### config.mk
export PLATFORM = sky130hd
export DESIGN_NAME = snake_dir_decoder_flat
export DESIGN_NICKNAME = d
export VERILOG_FILES = /design/src/rtl/snake_dir_decoder_if.sv /design/src/rtl/snake_dir_decoder.sv /design/src/flat_wrapper.sv
export SDC_FILE = /design/constraint.sdc
export NUM_CORES = 1
export LEC_CHECK = 0
export ABC_AREA = 0
export CORE_MARGIN = 1.5
export CORE_UTILIZATION = 35
export DETAILED_ROUTE_END_ITERATION = 10
export GPL_TIMING_DRIVEN = 1
export PLACE_DENSITY = 0.61
export SYNTH_ARGS = -nofsm -noshare
export SYNTH_HDL_FRONTEND = slang
export SYNTH_SLANG_ARGS = --single-unit
export TNS_END_PERCENT = 50
### constraint.sdc
create_clock -name CLOCK_50 -period 4.7 [get_ports CLOCK_50]
set_clock_uncertainty 0.15 [all_clocks]
set_input_delay 0.94 -clock CLOCK_50 [delete_from_list [all_inputs] [get_ports CLOCK_50]]
set_output_delay 0.94 -clock CLOCK_50 [all_outputs]
set_load 0.005 [all_outputs]
### src/rtl/snake_dir_decoder_if.sv
// Key-event / game-tick bus between keyboard driver, snake_dir_decoder and
// the snake game block. Signal names match the legacy port list.
interface snake_dir_decoder_if;
  logic       valid;
  logic       makeBreak;
  logic [7:0] outCode;
  logic       update;
  logic [1:0] direction;
  logic       pause;
  logic [2:0] qCount;
  logic       overflow;

  // Event source side (keyboard driver + tick logic), also used by benches.
  modport master (
    output valid, makeBreak, outCode, update,
    input  direction, pause, qCount, overflow
  );

  // Decoder side.
  modport slave (
    input  valid, makeBreak, outCode, update,
    output direction, pause, qCount, overflow
  );
endinterface

### src/rtl/snake_dir_decoder.sv
// snake_dir_decoder: turns PS/2 set-2 scan-code events into the 2-bit snake
// direction (00 up, 01 right, 10 down, 11 left). Handles the E0 prefix,
// ignores breaks, suppresses auto-repeat and 180-degree reversals, queues
// quick presses (QDEPTH entries, popped one per update tick) and toggles
// pause on space.
// Optional macro SNAKE_WASD_KEYS_EN: also decode W/A/S/D (1D/1C/1B/23).
module snake_dir_decoder #(
  parameter int unsigned QDEPTH   = 2,
  parameter logic [1:0]  INIT_DIR = 2'b01
) (
  input  logic                CLOCK_50,
  input  logic                reset,
  snake_dir_decoder_if.slave  bus
);

  localparam logic [7:0] C_E0    = 8'hE0;
  localparam logic [7:0] C_UP    = 8'h75;
  localparam logic [7:0] C_RIGHT = 8'h74;
  localparam logic [7:0] C_DOWN  = 8'h72;
  localparam logic [7:0] C_LEFT  = 8'h6B;
  localparam logic [7:0] C_SPACE = 8'h29;

  typedef enum logic {IDLE, EXT} state_t;

  state_t      r_state, w_state_nxt;
  logic [1:0]  r_dir;
  logic        r_pause;
  logic [2:0]  r_cnt;
  logic        r_ovf;
  logic [1:0]  r_rd, r_wr;
  logic [1:0]  r_q [4];

  logic        w_key;
  logic [1:0]  w_cand;
  logic        w_space;
  logic [1:0]  w_newest_idx;
  logic [1:0]  w_ref;
  logic        w_push;
  logic        w_pop;
  logic        w_full;
  logic        w_push_ok;

  function automatic logic [1:0] f_inc(input logic [1:0] p);
    return (p == 2'(QDEPTH - 1)) ? 2'd0 : p + 2'd1;
  endfunction

  // Prefix state register.
  always_ff @(posedge CLOCK_50 or negedge reset) begin
    if (!reset) r_state <= IDLE;
    else        r_state <= w_state_nxt;
  end

  // Prefix next-state plus key decode of the current event.
  always_comb begin
    w_state_nxt = r_state;
    w_key       = 1'b0;
    w_cand      = 2'b00;
    w_space     = 1'b0;
    if (bus.valid) begin
      if (bus.outCode == C_E0) begin
        w_state_nxt = EXT;
      end else if (r_state == EXT) begin
        w_state_nxt = IDLE;
        if (bus.makeBreak) begin
          case (bus.outCode)
            C_UP:    begin w_key = 1'b1; w_cand = 2'b00; end
            C_RIGHT: begin w_key = 1'b1; w_cand = 2'b01; end
            C_DOWN:  begin w_key = 1'b1; w_cand = 2'b10; end
            C_LEFT:  begin w_key = 1'b1; w_cand = 2'b11; end
            default: ;
          endcase
        end
      end else if (bus.makeBreak) begin
        case (bus.outCode)
          C_SPACE: w_space = 1'b1;
`ifdef SNAKE_WASD_KEYS_EN
          8'h1D:   begin w_key = 1'b1; w_cand = 2'b00; end
          8'h23:   begin w_key = 1'b1; w_cand = 2'b01; end
          8'h1B:   begin w_key = 1'b1; w_cand = 2'b10; end
          8'h1C:   begin w_key = 1'b1; w_cand = 2'b11; end
`else
`endif
          default: ;
        endcase
      end
    end
  end

  // Candidate filtering against the newest pending direction, push/pop decisions.
  always_comb begin
    w_newest_idx = (r_wr == 2'd0) ? 2'(QDEPTH - 1) : r_wr - 2'd1;
    w_ref        = (r_cnt != 3'd0) ? r_q[w_newest_idx] : r_dir;
    w_push       = w_key && (w_cand != w_ref) && (w_cand != (w_ref ^ 2'b10));
    w_pop        = bus.update && !r_pause && (r_cnt != 3'd0);
    w_full       = (r_cnt == 3'(QDEPTH));
    // A pop on the same edge frees the slot, so a full queue still accepts.
    w_push_ok    = w_push && (!w_full || w_pop);
  end

  // Direction, pause, overflow and queue bookkeeping.
  always_ff @(posedge CLOCK_50 or negedge reset) begin
    if (!reset) begin
      r_dir   <= INIT_DIR;
      r_pause <= 1'b0;
      r_cnt   <= '0;
      r_ovf   <= 1'b0;
      r_rd    <= '0;
      r_wr    <= '0;
    end else begin
      r_pause <= r_pause ^ w_space;
      r_ovf   <= w_push && !w_push_ok;
      r_cnt   <= r_cnt + {2'b00, w_push_ok} - {2'b00, w_pop};
      if (w_pop) begin
        r_dir <= r_q[r_rd];
        r_rd  <= f_inc(r_rd);
      end
      if (w_push_ok) r_wr <= f_inc(r_wr);
    end
  end

  // Queue storage; contents are don't-care after reset.
  always_ff @(posedge CLOCK_50) begin
    if (w_push_ok) r_q[r_wr] <= w_cand;
  end

  assign bus.direction = r_dir;
  assign bus.pause     = r_pause;
  assign bus.qCount    = r_cnt;
  assign bus.overflow  = r_ovf;

endmodule
### src/flat_wrapper.sv
// flat-port wrapper written by rule: the top's interface ports become plain ports
module snake_dir_decoder_flat 
#(
  parameter int unsigned QDEPTH   = 2,
  parameter logic [1:0]  INIT_DIR = 2'b01
)
  (CLOCK_50, reset, bus_valid, bus_makeBreak, bus_outCode, bus_update, bus_direction, bus_pause, bus_qCount, bus_overflow);
  snake_dir_decoder_if bus_i ();
  input  logic CLOCK_50;
  input  logic reset;
  input wire logic [$bits(bus_i.valid)-1:0] bus_valid;
  input wire logic [$bits(bus_i.makeBreak)-1:0] bus_makeBreak;
  input wire logic [$bits(bus_i.outCode)-1:0] bus_outCode;
  input wire logic [$bits(bus_i.update)-1:0] bus_update;
  output wire logic [$bits(bus_i.direction)-1:0] bus_direction;
  output wire logic [$bits(bus_i.pause)-1:0] bus_pause;
  output wire logic [$bits(bus_i.qCount)-1:0] bus_qCount;
  output wire logic [$bits(bus_i.overflow)-1:0] bus_overflow;
  assign bus_i.valid = bus_valid;
  assign bus_i.makeBreak = bus_makeBreak;
  assign bus_i.outCode = bus_outCode;
  assign bus_i.update = bus_update;
  assign bus_direction = bus_i.direction;
  assign bus_pause = bus_i.pause;
  assign bus_qCount = bus_i.qCount;
  assign bus_overflow = bus_i.overflow;
  snake_dir_decoder #(.QDEPTH(QDEPTH), .INIT_DIR(INIT_DIR)) u_core (.CLOCK_50(CLOCK_50), .reset(reset), .bus(bus_i));
endmodule
# Word-level counts from Yosys, hierarchy flattened
# Memories as Yosys holds them, arrays and structs flattened. A register that Yosys moved wholly into a read port is not among the register bits.
# Index checks and enable logic that the tools add are counted.
# Widths: inputs -> output; s select.
# classes
mul,0
n_bitwise,2
n_eq_ne,11
shifts,0
n_lt_le_gt_ge,0
reduce_logical,14
mux,22
div,0
n_addsub,5
# ops
op,n
$eq 8x7->1 const B,4
$mux 2,8
$mux 1,13
$eq 8x6->1 const B,1
$eq 8x8->1 const B,1
$logic_and 1x1->1,6
$pmux 2 s3,1
$add 2x1->2 const B,2
$eq 2x1->1 const B,2
$logic_not 1->1,4
$ne 2x2->1,2
$reduce_or 4->1,1
$add 3x1->3,1
$eq 3x2->1 const B,1
$reduce_bool 3->1,1
$sub 3x1->3,1
$logic_not 2->1,1
$sub 2x1->2 const B,1
$logic_or 1x1->1,1
$not 1->1,1
$xor 1x1->1,1
# totals
regBits,10
romBits,0
out_inout_bits,7
n_memories,1
latchBits,0
word_cells,61
inputBits,13
ramBits,8
# memory_table
name,words,width,rd,rd_clocked_by_memory_dff,write_ports,line_no,text
u_core.r_q,4,2,2,1,1,snake_dir_decoder.sv:31,logic [1:0] r_q [4];

# Logic depth before layout (Yosys ltp)
# Gate-level depths: netlist of run 1.
# depth
depth_word,12
ltp_mapped,10
depth_no_buf,10

# Worst setup path before layout of run 1
# OpenSTA, ideal clock, no wires.
# synth_path
path_type,input to register
startpoint,in bus_outCode[3]
endpoint,reg u_core.r_cnt[2] (netlist: u_core.bus.qCount[2])
setup_ns,0.128
arrival_time_ns,3.066
n_path_buf,0
required_time_ns,4.422
setup_slack_ns,1.357
path_stages,10
path_cell_list,and4bb_1 -> or4b_4 -> a211oi_2 -> nor2_2 -> nor3_1 -> ha_1 -> inv_1 -> fa_1 -> xnor2_1 -> xnor2_1
# synth_between
elab_chain_len,12
elab_cells_between_ends,23
cone_classes,add/sub: 2; eq/ne: 7; mux: 10; reduce/logical: 4
# synth_rtl
item,line_no,text
from (decl),flat_wrapper.sv:13,input wire logic [$bits(bus_i.outCode)-1:0] bus_outCode;
$eq 8x7->1,snake_dir_decoder.sv:65,case (bus.outCode)
$pmux 2 s3 or $reduce_or 4->1 (tied branches),n/a,
$mux 2 or $mux 1 (tied branches),"snake_dir_decoder.sv:64, snake_dir_decoder.sv:65",
$mux 2 or $mux 1 (tied branches),"snake_dir_decoder.sv:62, snake_dir_decoder.sv:64",
$mux 2 or $mux 1 (tied branches),"snake_dir_decoder.sv:60, snake_dir_decoder.sv:62",
$mux 2 or $mux 1 (tied branches),"snake_dir_decoder.sv:59, snake_dir_decoder.sv:60",
$ne 2x2->1 or $mux 1 (tied branches),"snake_dir_decoder.sv:93, snake_dir_decoder.sv:59",
$logic_and 1x1->1,snake_dir_decoder.sv:93,w_push = w_key && (w_cand != w_ref) && (w_cand != (w_ref ^ 2'b10));
$logic_and 1x1->1 (*),snake_dir_decoder.sv:93,
$logic_and 1x1->1 (*),snake_dir_decoder.sv:97,w_push_ok = w_push && (!w_full || w_pop);
$add 3x1->3 (*),snake_dir_decoder.sv:112,"r_cnt <= r_cnt + {2'b00, w_push_ok} - {2'b00, w_pop};"
$sub 3x1->3 (*),snake_dir_decoder.sv:112,
to (signal assigned),snake_dir_decoder.sv:112,
to (decl),snake_dir_decoder.sv:28,logic [2:0] r_cnt;
# Every way passes the cells marked *; elsewhere a longest branch is shown, timed or not.
# A chain may end at the register's enable or synchronous reset.

# Worst setup path after layout of run 1
# Same ends and word-level chain as after synthesis.

==> results of run 1 <==
==> per-layer routing <==
layer	vias to the layer above	wire [um]
met3	0	65
met1	358	843
li1	362	-
met2	18	936
met4	0	0
met5	-	0
==> flip-flops by register name, summed over array words and instances, names as in the netlist <==
name and cells:
u_core.bus.direction 2, u_core.bus.overflow 1, u_core.bus.pause 1, u_core.bus.qCount 3
u_core.r_q 8, u_core.r_rd 2, u_core.r_state 1, u_core.r_wr 2
==> through the flow <==
step                hold WS, ns  power [mW]  cell area [um2]  worst slack (ns)
finish                    0.356       0.529             1330              1.01
detailed placement        0.350       0.395             1270             0.696
global placement          0.334       0.390             1270             0.736
floorplan                 0.329       0.322             1040              1.36
CTS                       0.366       0.536             1330             0.993
global route              0.403       0.562             1330             0.860
==> cells by family after synthesis <==
group	Yosys count
AND/OR/NAND/NOR	37
flip-flops	20
XOR/XNOR	5
multiplexers	6
AO/OA/AOI/OAI	8
buffers and inverters	4
adder cells (fa/ha/maj)	3
==> final timing paths <==
check	start	endpoint	slack, ns	cells after the start
max reg2reg	u_core.bus.qCount[1]	u_core.bus.qCount[2]	1.98	10
max	bus_outCode[3]	u_core.bus.qCount[2]	1.01	11
min reg2reg	u_core.bus.pause	u_core.bus.pause	0.36	1
min	u_core.bus.pause	u_core.bus.pause	0.36	1
min in group asynchronous	reset	u_core.r_rd[0]	0.83	1
max in group asynchronous	reset	u_core.bus.direction[0]	3.20	1
==> power by group <==
part           switching (mW)  internal [mW]
clock                  0.0515         0.0861
combinational          0.0595         0.0907
sequential             0.0325          0.208
total                   0.143          0.385
==> synth_stat cells <==
master,n
a211oi_1,2
a211oi_2,1
a21boi_0,1
and2_1,2
and3_1,2
and3b_2,1
and4bb_1,1
and4bb_2,1
dfrtp_1,11
dfstp_2,1
edfxtp_1,8
fa_1,1
ha_1,2
inv_1,4
mux2_2,3
mux2i_1,1
mux4_2,2
nand2_1,4
nand2b_1,1
nand3_1,3
nand3b_1,1
nand4_1,2
nor2_1,4
nor2_2,1
nor3_1,6
nor3b_1,1
nor3b_2,1
nor4_1,1
nor4b_1,1
nor4bb_1,1
o2111ai_1,1
o211a_1,1
o211ai_1,1
o21a_1,1
or3_1,1
or3b_2,1
or4b_4,1
xnor2_1,4
xor2_1,1
==> final cells by class <==
cell class	count	area (um2)	share of cell area
Timing Repair Buffer	19	190	0.143
Inverter	4	15.0	0.0113
Multi-Input combinational cell	59	488	0.368
Sequential cell	20	542	0.408
Clock inverter	1	30.0	0.0226
Clock buffer	3	22.5	0.0170
Tap cell	31	38.8	0.0292
==> critical path: cells and delay by family <==
family | cells | cell delay [ns]
buf+inv | 2 | 0.52
compound gates | 1 | 0.28
fa+ha+maj | 2 | 0.59
simple gates | 4 | 1.11
xor+xnor | 2 | 0.32
==> impl.org, run 1 <==
** Critical path
- Worst-path cell with the longest stage delay :: or4b_4
- The critical path is of the in -> reg type.
- Worst EP arrival :: 3.77 ns
- The worst setup path is captured at a flop.
- Slowest Stage Delay on Critical Path :: 0.48 ns
- Most used cell along the critical path :: xnor2_1
- At the worst endpoint, the required time is 4.78 ns.
- List of cells traversed by the critical path :: clkdlybuf4s50_1 -> and4bb_1 -> or4b_4 -> a211oi_2 -> nor2_2 -> nor3_1 -> ha_1 -> inv_1 -> fa_1 -> xnor2_1 -> xnor2_1
- The worst setup path is launched from an input port.
- Max Fanout on Critical Path :: 7

** Finish
- Core Util, Final :: 0.473
- In the final layout, the share of cells above drive strength 1 is 0.160.
- Excluding fillers, the count of instances in the completed layout stands at 137.
- Net count, final :: 123
- The library cell used most frequently in the layout, excluding fill and tap cells, is clkdlybuf4s50_1.
- 0 antenna diodes ended up in the layout.
- After filler insertion, the fill cell instance count of the layout stands at 266.
- Compared with the post-synthesis result, the final layout area differs by 26.9%.
- The library cells used most frequently in the layout, excluding fill and tap cells, are clkdlybuf4s50_1 (19), dfrtp_1 (11), edfxtp_1 (8).

** Synth
- Of the total synthesized cell area, the portion taken by full adders, half adders and majority gates is 0.0431.
- Most area-consuming cells after synthesis :: dfrtp_1 (26%), edfxtp_1 (23%), mux4_2 (4.3%)
- After synthesis the cells add up to 0.00104 mm2.
- Yosys reg bits :: 20
- YS warnings :: 0
- A synthesized cell averages 12.6 um2.
- Of the total synthesized cell area, the portion taken by XOR and XNOR cells is 0.0419.
- After synthesis, the netlist uses 39 different library cells.
- The portion of synthesized area spent on multiplexers is 0.0850.
- Post-Synthesis Net Count :: 99
- Of the post-synthesis cell area, the dominant cell type holds 0.263.
- For this run, the register share of the synthesized area comes to 0.519.
- The area fraction in compound gates after synthesis is 0.0659.
- Dominant combinational cell family by area after synthesis :: simple AND/OR/NAND/NOR gates
- Synth area leader :: dfrtp_1
- After technology mapping, the gate count stands at 83.
- Fraction of the mapped netlist area in simple logic gates :: 0.231

** Clock tree
- In this run, post-CTS hold repair placed 0 buffers.
- CTS sink cnt :: 20
- At the later pin of the worst-skew pair, clock insertion delay measures 0.29 ns.
- CTS tree :: built
- Number of levels in the clock H-tree :: 1
- In this run the deepest clock path goes through 2 buffers.
- After clock tree synthesis, the repair step resized 0 gates.
- CTS clock-pin slew for the worst setup and hold paths :: 0.11 ns
- TritonCTS created 3 clock buffers.
- Number of buffers inserted to repair setup after CTS :: 0
- Root buffer cell :: clkbuf_4

** Global route
- The global routing stage identified its most utilized layer as met2.
- In the global route stage, met3 resource usage came out at 0.0134.
- GRT Residual Overflow :: 0
- Maximum number of pins on one net before global-route repair :: 13
- Across every metal layer, demand over resource in global routing totals 0.121.
- Antenna violations before repair :: 0
- The first global-routing pass estimated 3080 um of wire.
- Grt met1 use :: 0.153
- The number of global-route vias before repair is 744.
- For this run, global-route usage on met2 was measured as 0.205.

** STA
- The final hold violation count came to 0.
- Based on the critical path, the design can be clocked at up to 271 MHz.
- The routed design could run at a clock period as short as 3.69 ns.
- Max-slew violations :: 0
- Final worst path period share :: 0.785
- Post-Route Setup TNS :: 0 ns
- Setup violations remaining at the end of the flow were counted as 0.
- Worst slew margin relative to its limit :: 0.638
- Worst slew pin tran :: 0.541 ns
- Setup repair after global routing missed its margin :: false

** Floorplan
- 20 I/O pins were placed.
- Core Region :: 0.00281 mm2
- Chip Height :: 57.6 um
- The die is 57.6 um wide.
- Rows :: 19
- Initial cell density of the core :: 0.372
- Area of the die :: 0.00332 mm2

** Drt
- Final routed DRC violation total :: 2
- Wire length reported by the detailed router :: 1850 um
- DR vias :: 738
- Number of iterations in the first detailed-routing pass :: 7
- Dividing the detail-routed wire length by the instance count gives 13.5 um.
- After the first detailed-routing iteration, the DRC count stood at 16.
- Routed vias/inst :: 5.39
- In this run the remaining antenna-violating nets after routing total 0.

** Flow run
- The tool flagged a number of max-cap violations equal to 0.

** Placed design
- Detailed placement HPWL :: 1480 um
- GPL Wtd Cong :: 0.707
- Port Buffer Count :: 19
- Placed Instances :: 133

** Min path
- Hold WC Path Type :: reg -> reg

** Power
- Dividing total power by cell area gives a power density of 399 mW/mm2.
- Worst supply voltage drop on vdd :: 0.000144 V
- Summed over all cells, the static leakage comes to 0.506 nW.

** Outcome
- Run status :: finished, violations left
- Violations in the final reports :: DRC
(Power assumes the default switching activity.)
==> inputs of run 2 (changes only) <==
--- a/config.mk
+++ b/config.mk
@@ -10,7 +10,7 @@
 export CORE_UTILIZATION = 35
 export DETAILED_ROUTE_END_ITERATION = 10
 export GPL_TIMING_DRIVEN = 1
-export PLACE_DENSITY = 0.61
+export PLACE_DENSITY = 0.63
 export SYNTH_ARGS = -nofsm -noshare
 export SYNTH_HDL_FRONTEND = slang
 export SYNTH_SLANG_ARGS = --single-unit
==> constraint.sdc (replaced) <==
create_clock -name CLOCK_50 -period 3 [get_ports CLOCK_50]
set_clock_uncertainty 0.15 [all_clocks]
set_input_delay 0.6 -clock CLOCK_50 [delete_from_list [all_inputs] [get_ports CLOCK_50]]
set_output_delay 0.6 -clock CLOCK_50 [all_outputs]
set_load 0.005 [all_outputs]
==> run 2 against run 1 <==
Compared with the run above:
- the run still ends with DRC left
- first-iteration DRC count rose by 63%
- final area rose by 10%
- clock power rose by 61%
- worst hold slack got worse by 0.0048 ns
- flip-flop and latch count did not move
- combinational power rose by 86%
- critical endpoint unchanged
- largest cell class unchanged
==> impl.org, run 2 (synthesis gave the netlist of run 1 again) <==
** Floorplan
- Area of the die :: 0.00332 mm2 (unchanged)
- Core Region :: 0.00281 mm2 (unchanged)
- Rows :: 19 (unchanged)
- The starting density of the core is 0.372 (unchanged).
- The die outline height was 57.6 um (unchanged).
- The I/O pin count is 20 (unchanged).
- Die boundary width :: 57.6 um (unchanged)

** Drt
- DR vias :: 771 (+4.5%)
- The via count normalized by instance count was 5.17 (-3.9%).
- Count of antenna-violating nets left after detailed routing :: 0 (unchanged)
- The overall routed net length was 2080 um (+12%).
- Mean routed wirelength per cell :: 13.9 um (+3.4%)
- The DRC violation total after the first TritonRoute iteration was 26 (+10).
- Number of iterations in the first detailed-routing pass :: 7 (unchanged)
- The DRC violation count after routing was 2 (unchanged).

** Clock tree
- Root buffer cell :: clkbuf_4
- Number of levels in the clock H-tree :: 1 (unchanged)
- CTS sink cnt :: 20 (unchanged)
- Clock latency of the later-clocked register in the worst-skew pair :: 0.31 ns (+0.02 ns)
- Number of buffers inserted during clock tree synthesis :: 3 (unchanged)
- TritonCTS built the clock tree.
- The buffer levels on the longest clock path is 2 (unchanged).
- CTS clock-pin slew for the worst setup and hold paths :: 0.11 ns (about the same)

** Critical path
- The worst setup path is captured at a flop.
- Path depth of the worst reg2reg path :: 10 (unchanged)
- Crit start category :: input port
- The arrival time of the worst setup path was 2.91 ns (-0.86 ns).
- CP delay by family, top :: simple AND/OR/NAND/NOR gates
- Worst-path cell with the longest stage delay :: or4b_4
- Traced cell by cell, the critical path runs through clkdlybuf4s50_1 -> or4b_4 -> a211oi_4 -> nor2_2 -> nor3_2 -> ha_2 -> inv_1 -> fa_2 -> xnor2_2 -> xnor2_1.
- WP data required :: 3.05 ns (-1.73 ns)
- The register-to-register path setup slack is 0.32 ns (-1.66 ns).
- Start-to-end type of the worst setup path :: in -> reg
- The peak fanout along the critical path came to 4 (-3).
- The number of buffer and inverter stages on the critical path was 2 (unchanged).
- Slowest Stage Delay on Critical Path :: 0.54 ns (+0.06 ns)
- Worst R2R Start :: u_core.r_wr[1]
- In this run the critical register-to-register path is captured at u_core.bus.qCount[2].

** Finish
- The fill cell instance count of the final layout came to 258 (-3.0%).
- Compared with the post-synthesis result, the final layout area differs by 40.1%.
- Commonest non-fill, non-tap cells in the layout :: clkdlybuf4s50_1 (12), buf_4 (12), dfrtp_1 (11)
- The sequential standard cell area was 542 um2 (unchanged).
- Net count, final :: 135 (+9.8%)
- Ant. Diodes :: 0 (unchanged)
- More flip-flops sit in one register than any other, and that register is u_core.r_q.
- The flip-flop count of the largest register after layout is 8 (unchanged).
- Combined area of the multi-input logic cells :: 533 um2 (+9.2%)
- The final standard cell count with taps included and fillers excluded came to 149 (+8.8%).
- The ratio of cells with drive above 1 in the final layout is 0.297 (+0.136).

** Placed design
- The HPWL reported at the end of detailed placement is 1650 um (+11%).
- The post-placement setup slack came to -0.508 ns (-1.20 ns).
- Placed Instances :: 145 (+9.0%)
- The final estimated routing congestion in global placement was 0.790 (+12%).
- The number of buffers inserted by port buffering is 19 (unchanged).

** Global route
- The number of antenna violations at the first check in global routing is 0 (unchanged).
- The largest net degree at the start of global routing is 13 (unchanged).
- The overall track demand over capacity in global routing was 0.140 (+0.0194).
- Number of global-route vias before repair :: 847 (+14%)
- Wire length of the first global-routing pass :: 3600 um (+17%)
- The overflow left after global routing is 0 (unchanged).

** Min path
- Hold-critical path depth :: 1 (unchanged)
- The worst hold path begins at u_core.bus.pause.
- The path with the worst hold slack has its endpoint at u_core.bus.pause.
- The tightest min-delay check is of the reg -> reg type.

** STA
- Least setup slack across all paths after layout :: 0.133 ns (-0.875 ns)
- Minimum clock period :: 2.87 ns
- The worst relative slew slack is 0.632 (-0.00638).
- Worst slew pin tran :: 0.549 ns (+0.00795 ns)
- Dividing the final minimum period by the clock period gives 0.956.
- The final hold violation count is 0 (unchanged).
- F_max :: 349 MHz
- Number of setup violations in the final report :: 0 (unchanged)
- Worst-case hold slack :: 0.351 ns (-0.00481 ns)
- Max-slew violations :: 0 (unchanged)

** Power
- Static power due to leakage :: 0.607 nW (+20%)
- The worst ir drop on vdd came to 0.000205 V (+43%).
- The power density relative to cell area was 601 mW/mm2 (+51%).

** Outcome
- Run status :: finished, violations left
- Violations in the final reports :: DRC

** Flow run
- The number of violations of the max-capacitance limit is 0 (unchanged).
[run 2: changes by cell type in the layout (fill, tap and decap cells not counted), moves of 3 or more]
cell	before	now
clkdlybuf4s50_1	19	12
dlygate4sd2_1	0	4
buf_4	0	12
dlymetal6s2s_1	0	3
[run 2: through the flow]
step,util,setup TNS (ns),area [um2],power (mW)
after detailed placement,0.486,-1.12,1360,0.645
after global placement,0.486,-0.740,1360,0.626
after CTS,0.512,0,1440,0.888
final,0.522,0,1460,0.880
after floorplan,-,0,1040,0.504
after global routing,0.522,-0.00965,1460,0.927
[run 2: layout make-up]
cell class,instances,area share
sequential,20,0.370
tap,31,0.0265
inverter,4,0.0103
clock inverter,1,0.0205
timing repair buffer,31,0.193
clock buffer,3,0.0154
multi-input combinational,59,0.364
[run 2: worst reg2reg max path, delay by kind of cell, from the launching register on]
kind / cells / cell delay, ns
and+or+nand+nor: 2 / 0.17
buffers and inverters: 1 / 0.05
adders and majority gates: 2 / 0.54
xor gates and xnor gates: 2 / 0.27
muxes: 1 / 0.14
DFF: 1 / 0.46
AOI/OAI and AO/OA: 2 / 0.79
[run 2: how the worst max path moves through the flow]
stage | cells past startpoint | end | start | slack (ns)
after floorplan | 10 | u_core.bus.qCount[2] | bus_outCode[3] | 0.03
after global placement | 11 | u_core.bus.qCount[2] | bus_outCode[6] | -0.42
after detailed placement | 11 | u_core.bus.qCount[2] | bus_outCode[6] | -0.51
after CTS | 11 | u_core.bus.qCount[2] | bus_outCode[4] | 0.02
after global routing | 11 | u_core.bus.qCount[2] | bus_outCode[7] | -0.01
final | 10 | u_core.bus.qCount[2] | bus_outCode[7] | 0.13
[run 2: routing by layer]
layer  wire length, um  global-route usage
met2              1060               0.237
met3                70              0.0134
met1               914               0.175
met5                 0                   0
met4                28              0.0797
[run 2: repair_timing]
item | 4_1_cts | 5_1_grt
resized for setup | 9 | 6
setup endpoints to repair | 2 | 2
hold buffers | 0 | 0
buffers inserted | 0 | 0
pin swaps | 7 | 2
[run 2: report_power, final]
group	total, mW	leakage (nW)	internal, mW	switching, mW
clock	0.222	0.0279	0.135	0.0864
combinational	0.279	0.353	0.169	0.110
sequential	0.379	0.226	0.327	0.0525
total	0.880	0.607	0.631	0.249
==> inputs of run 3 (changes only) <==
--- a/config.mk
+++ b/config.mk
@@ -7,10 +7,10 @@
 export LEC_CHECK = 0
 export ABC_AREA = 0
 export CORE_MARGIN = 1.5
-export CORE_UTILIZATION = 35
+export CORE_UTILIZATION = 25
 export DETAILED_ROUTE_END_ITERATION = 10
 export GPL_TIMING_DRIVEN = 1
-export PLACE_DENSITY = 0.63
+export PLACE_DENSITY = 0.49
 export SYNTH_ARGS = -nofsm -noshare
 export SYNTH_HDL_FRONTEND = slang
 export SYNTH_SLANG_ARGS = --single-unit
==> run 3 against run 2 <==
Compared with the run above:
- the run now ends clean
- cell count up 16%
- sequential power about the same
- sequential share of layout area down 1.1 points
- highest routed layer unchanged
==> impl.org, run 3 (synthesis gave the netlist of run 1 again) <==
** Outcome
- The run finished with clean final reports.

** Critical path
- Worst R2R Start :: u_core.r_wr[1]
- WP data required :: 2.99 ns (-0.06 ns)
- STA classifies the critical path endpoint as a flop.
- Number of buffers and inverters on the critical path :: 2 (unchanged)
- Worst r2r dst :: u_core.bus.qCount[2]
- The largest individual stage delay along the critical path comes from the cell or4b_4.
- The peak fanout along the critical path is 3 (-1).
- The path depth of the worst reg2reg path was 10 (unchanged).
- Count of cell instances traversed by the critical path :: 10 (unchanged)
- CP delay by family, top :: simple AND/OR/NAND/NOR gates
- List of cells traversed by the critical path :: clkdlybuf4s50_1 -> or4b_4 -> a211oi_4 -> nor2_2 -> nor3_2 -> ha_2 -> inv_1 -> fa_2 -> xnor2_2 -> xnor2_1
- The arrival time of the worst setup path is 2.91 ns (about the same).
- Reg-to-reg setup timing slack :: 0.33 ns (about the same)
- The worst setup path is of the in -> reg kind.
- STA classifies the critical path startpoint as an input port.
- The delay of the slowest critical-path stage came to 0.58 ns (+0.04 ns).

** STA
- The final hold violation count was 0 (unchanged).
- Worst slew pin tran :: 0.562 ns (+0.0128 ns)
- The final period demand of the worst path is 2.92 ns (+0.0563 ns).
- The max-slew violation total from the final report is 0 (unchanged).
- Final worst path period share :: 0.974 (+0.0188)
- The peak clock frequency supported by timing is 342 MHz (-1.9%).
- The number of endpoints failing setup at the final stage came to 0 (unchanged).
- The worst relative slew slack came to 0.624 (-0.00750).

** Floorplan
- Number of top-level pins :: 20 (unchanged)
- The total die area is 0.00458 mm2 (+38%).
- The placeable core region came to 0.00400 mm2 (+43%).
- Chip Height :: 67.6 um (+17%)
- The number of placement rows is 23 (+4).
- The starting density of the core is 0.261 (-0.111).
- Die boundary width :: 67.6 um (+17%)

** Finish
- Share of final-layout standard cells stronger than drive strength 1 :: 0.317 (+0.0205)
- Largest register by flop count :: u_core.r_q
- Number of flip-flops under the largest register name :: 8 (unchanged)
- The count of antenna diodes in the layout is 0 (unchanged).
- Count of fill cells added during filler insertion :: 399 (+55%)
- Synthesis-to-finish area growth :: 44.6%
- In the layout the commonest cells are buf_4 (17), clkdlybuf4s50_1 (12), dfrtp_1 (11).
- Core Util, Final :: 0.378 (-0.144)
- Net count, final :: 140 (+3.7%)
- The library cell used most frequently in the layout, excluding fill and tap cells, is buf_4.
- The final standard cell count with taps included and fillers excluded came to 173 (+16%).

** Drt
- Wire length reported by the detailed router :: 2300 um (+11%)
- DR vias :: 828 (+7.4%)
- Number of iterations in the first detailed-routing pass :: 2 (-5)
- The number of routed nets with antenna violations was 0 (unchanged).
- Initial detailed-routing violation count :: 6 (-77%)
- The routed length per instance came to 13.3 um (-4.4%).
- Final routed DRC violation total :: 0 (-2)
- Routed vias/inst :: 4.79 (-7.5%)

** Clock tree
- Root buffer cell :: clkbuf_8
- CTS sink cnt :: 20 (unchanged)
- The total CTS buffers is 3 (unchanged).
- Clock Path Buffers :: 2 (unchanged)
- Clock latency of the later-clocked register in the worst-skew pair :: 0.26 ns (-0.05 ns)
- Number of levels in the clock H-tree :: 1 (unchanged)
- CTS tree :: built
- CTS clock-pin slew for the worst setup and hold paths :: 0.07 ns (-0.04 ns)

** Global route
- The global-route wire length before repair came to 4050 um (+12%).
- The overall track demand over capacity in global routing is 0.121 (-0.0193).
- Number of global-route vias before repair :: 904 (+6.7%)
- Antenna violations before repair :: 0 (unchanged)
- The overflow left after global routing was 0 (unchanged).
- The largest net degree at the start of global routing came to 13 (unchanged).

** Placed design
- The placed cell count is 165 (+14%).
- GPL Wtd Cong :: 0.733 (-7.2%)
- The HPWL reported at the end of detailed placement came to 1830 um (+11%).
- The number of buffers inserted by port buffering was 19 (unchanged).

** Min path
- Hold Path Sink :: u_core.bus.pause
- The worst hold path begins at u_core.bus.pause.
- The path class of the tightest hold or removal check is reg -> reg.
- Hold-critical path depth :: 1 (unchanged)

** Power
- The worst ir drop on vdd came to 0.000198 V (-3.4%).
- Static power due to leakage :: 0.612 nW (+0.92%)
- The sum of internal, switching and leakage power was 828 uW (-5.9%).
- Power per standard cell area :: 548 mW/mm2 (-8.8%)

** Flow run
- The number of violations of the max-capacitance limit is 0 (unchanged).
## run 3: per-layer routing
metal	vias up	wire length [um]	GRT usage
li1	395	-	-
met1	411	989	0.140
met2	17	1200	0.212
met3	5	60	0.0200
met4	0	51	0.0612
met5	-	0	0
## run 3: metrics by stage
| stage | setup TNS (ns) | area [um2] | worst slack, ns | hold WS [ns] |
|---|---|---|---|---|
| finish | 0 | 1510 | 0.0768 | 0.352 |
| global route | -0.00884 | 1510 | -0.00884 | 0.371 |
| CTS | 0 | 1470 | 0.0126 | 0.358 |
| detailed placement | -1.06 | 1400 | -0.500 | 0.345 |
| global placement | -0.918 | 1400 | -0.444 | 0.336 |
| floorplan | 0 | 1040 | 0.0323 | 0.154 |
## run 3: area by class of cell
| class | count | area [um2] | share of cell area |
|---|---|---|---|
| clock inverters | 1 | 3.75 | 0.00249 |
| clock buffers | 3 | 41.3 | 0.0273 |
| inverters | 4 | 15.0 | 0.00994 |
| repair buffers | 36 | 313 | 0.207 |
| well taps | 50 | 62.6 | 0.0414 |
| multi-input cells | 59 | 533 | 0.353 |
| flip-flops and latches | 20 | 542 | 0.359 |
## run 3: power breakdown
group	switching, mW	total, mW	internal (mW)
clock network	0.0846	0.176	0.0910
registers	0.0499	0.377	0.327
logic	0.108	0.276	0.167
## run 3: how the worst max path moves through the flow
stage | slack [ns] | from | to
after global routing | -0.009 | bus_outCode[0] | u_core.bus.qCount[2]
final | 0.08 | bus_outCode[0] | u_core.bus.qCount[2]
after CTS | 0.01 | bus_outCode[7] | u_core.bus.qCount[2]
after detailed placement | -0.50 | bus_outCode[6] | u_core.bus.qCount[2]
after global placement | -0.44 | bus_outCode[6] | u_core.bus.qCount[2]
after floorplan | 0.03 | bus_outCode[3] | u_core.bus.qCount[2]
## run 3: repair_timing
action,in CTS,in global routing
endpoints found under the setup margin,2,2
resized for setup,11,4
buffers inserted,2,2
pin swaps,7,3
hold buffers,0,0
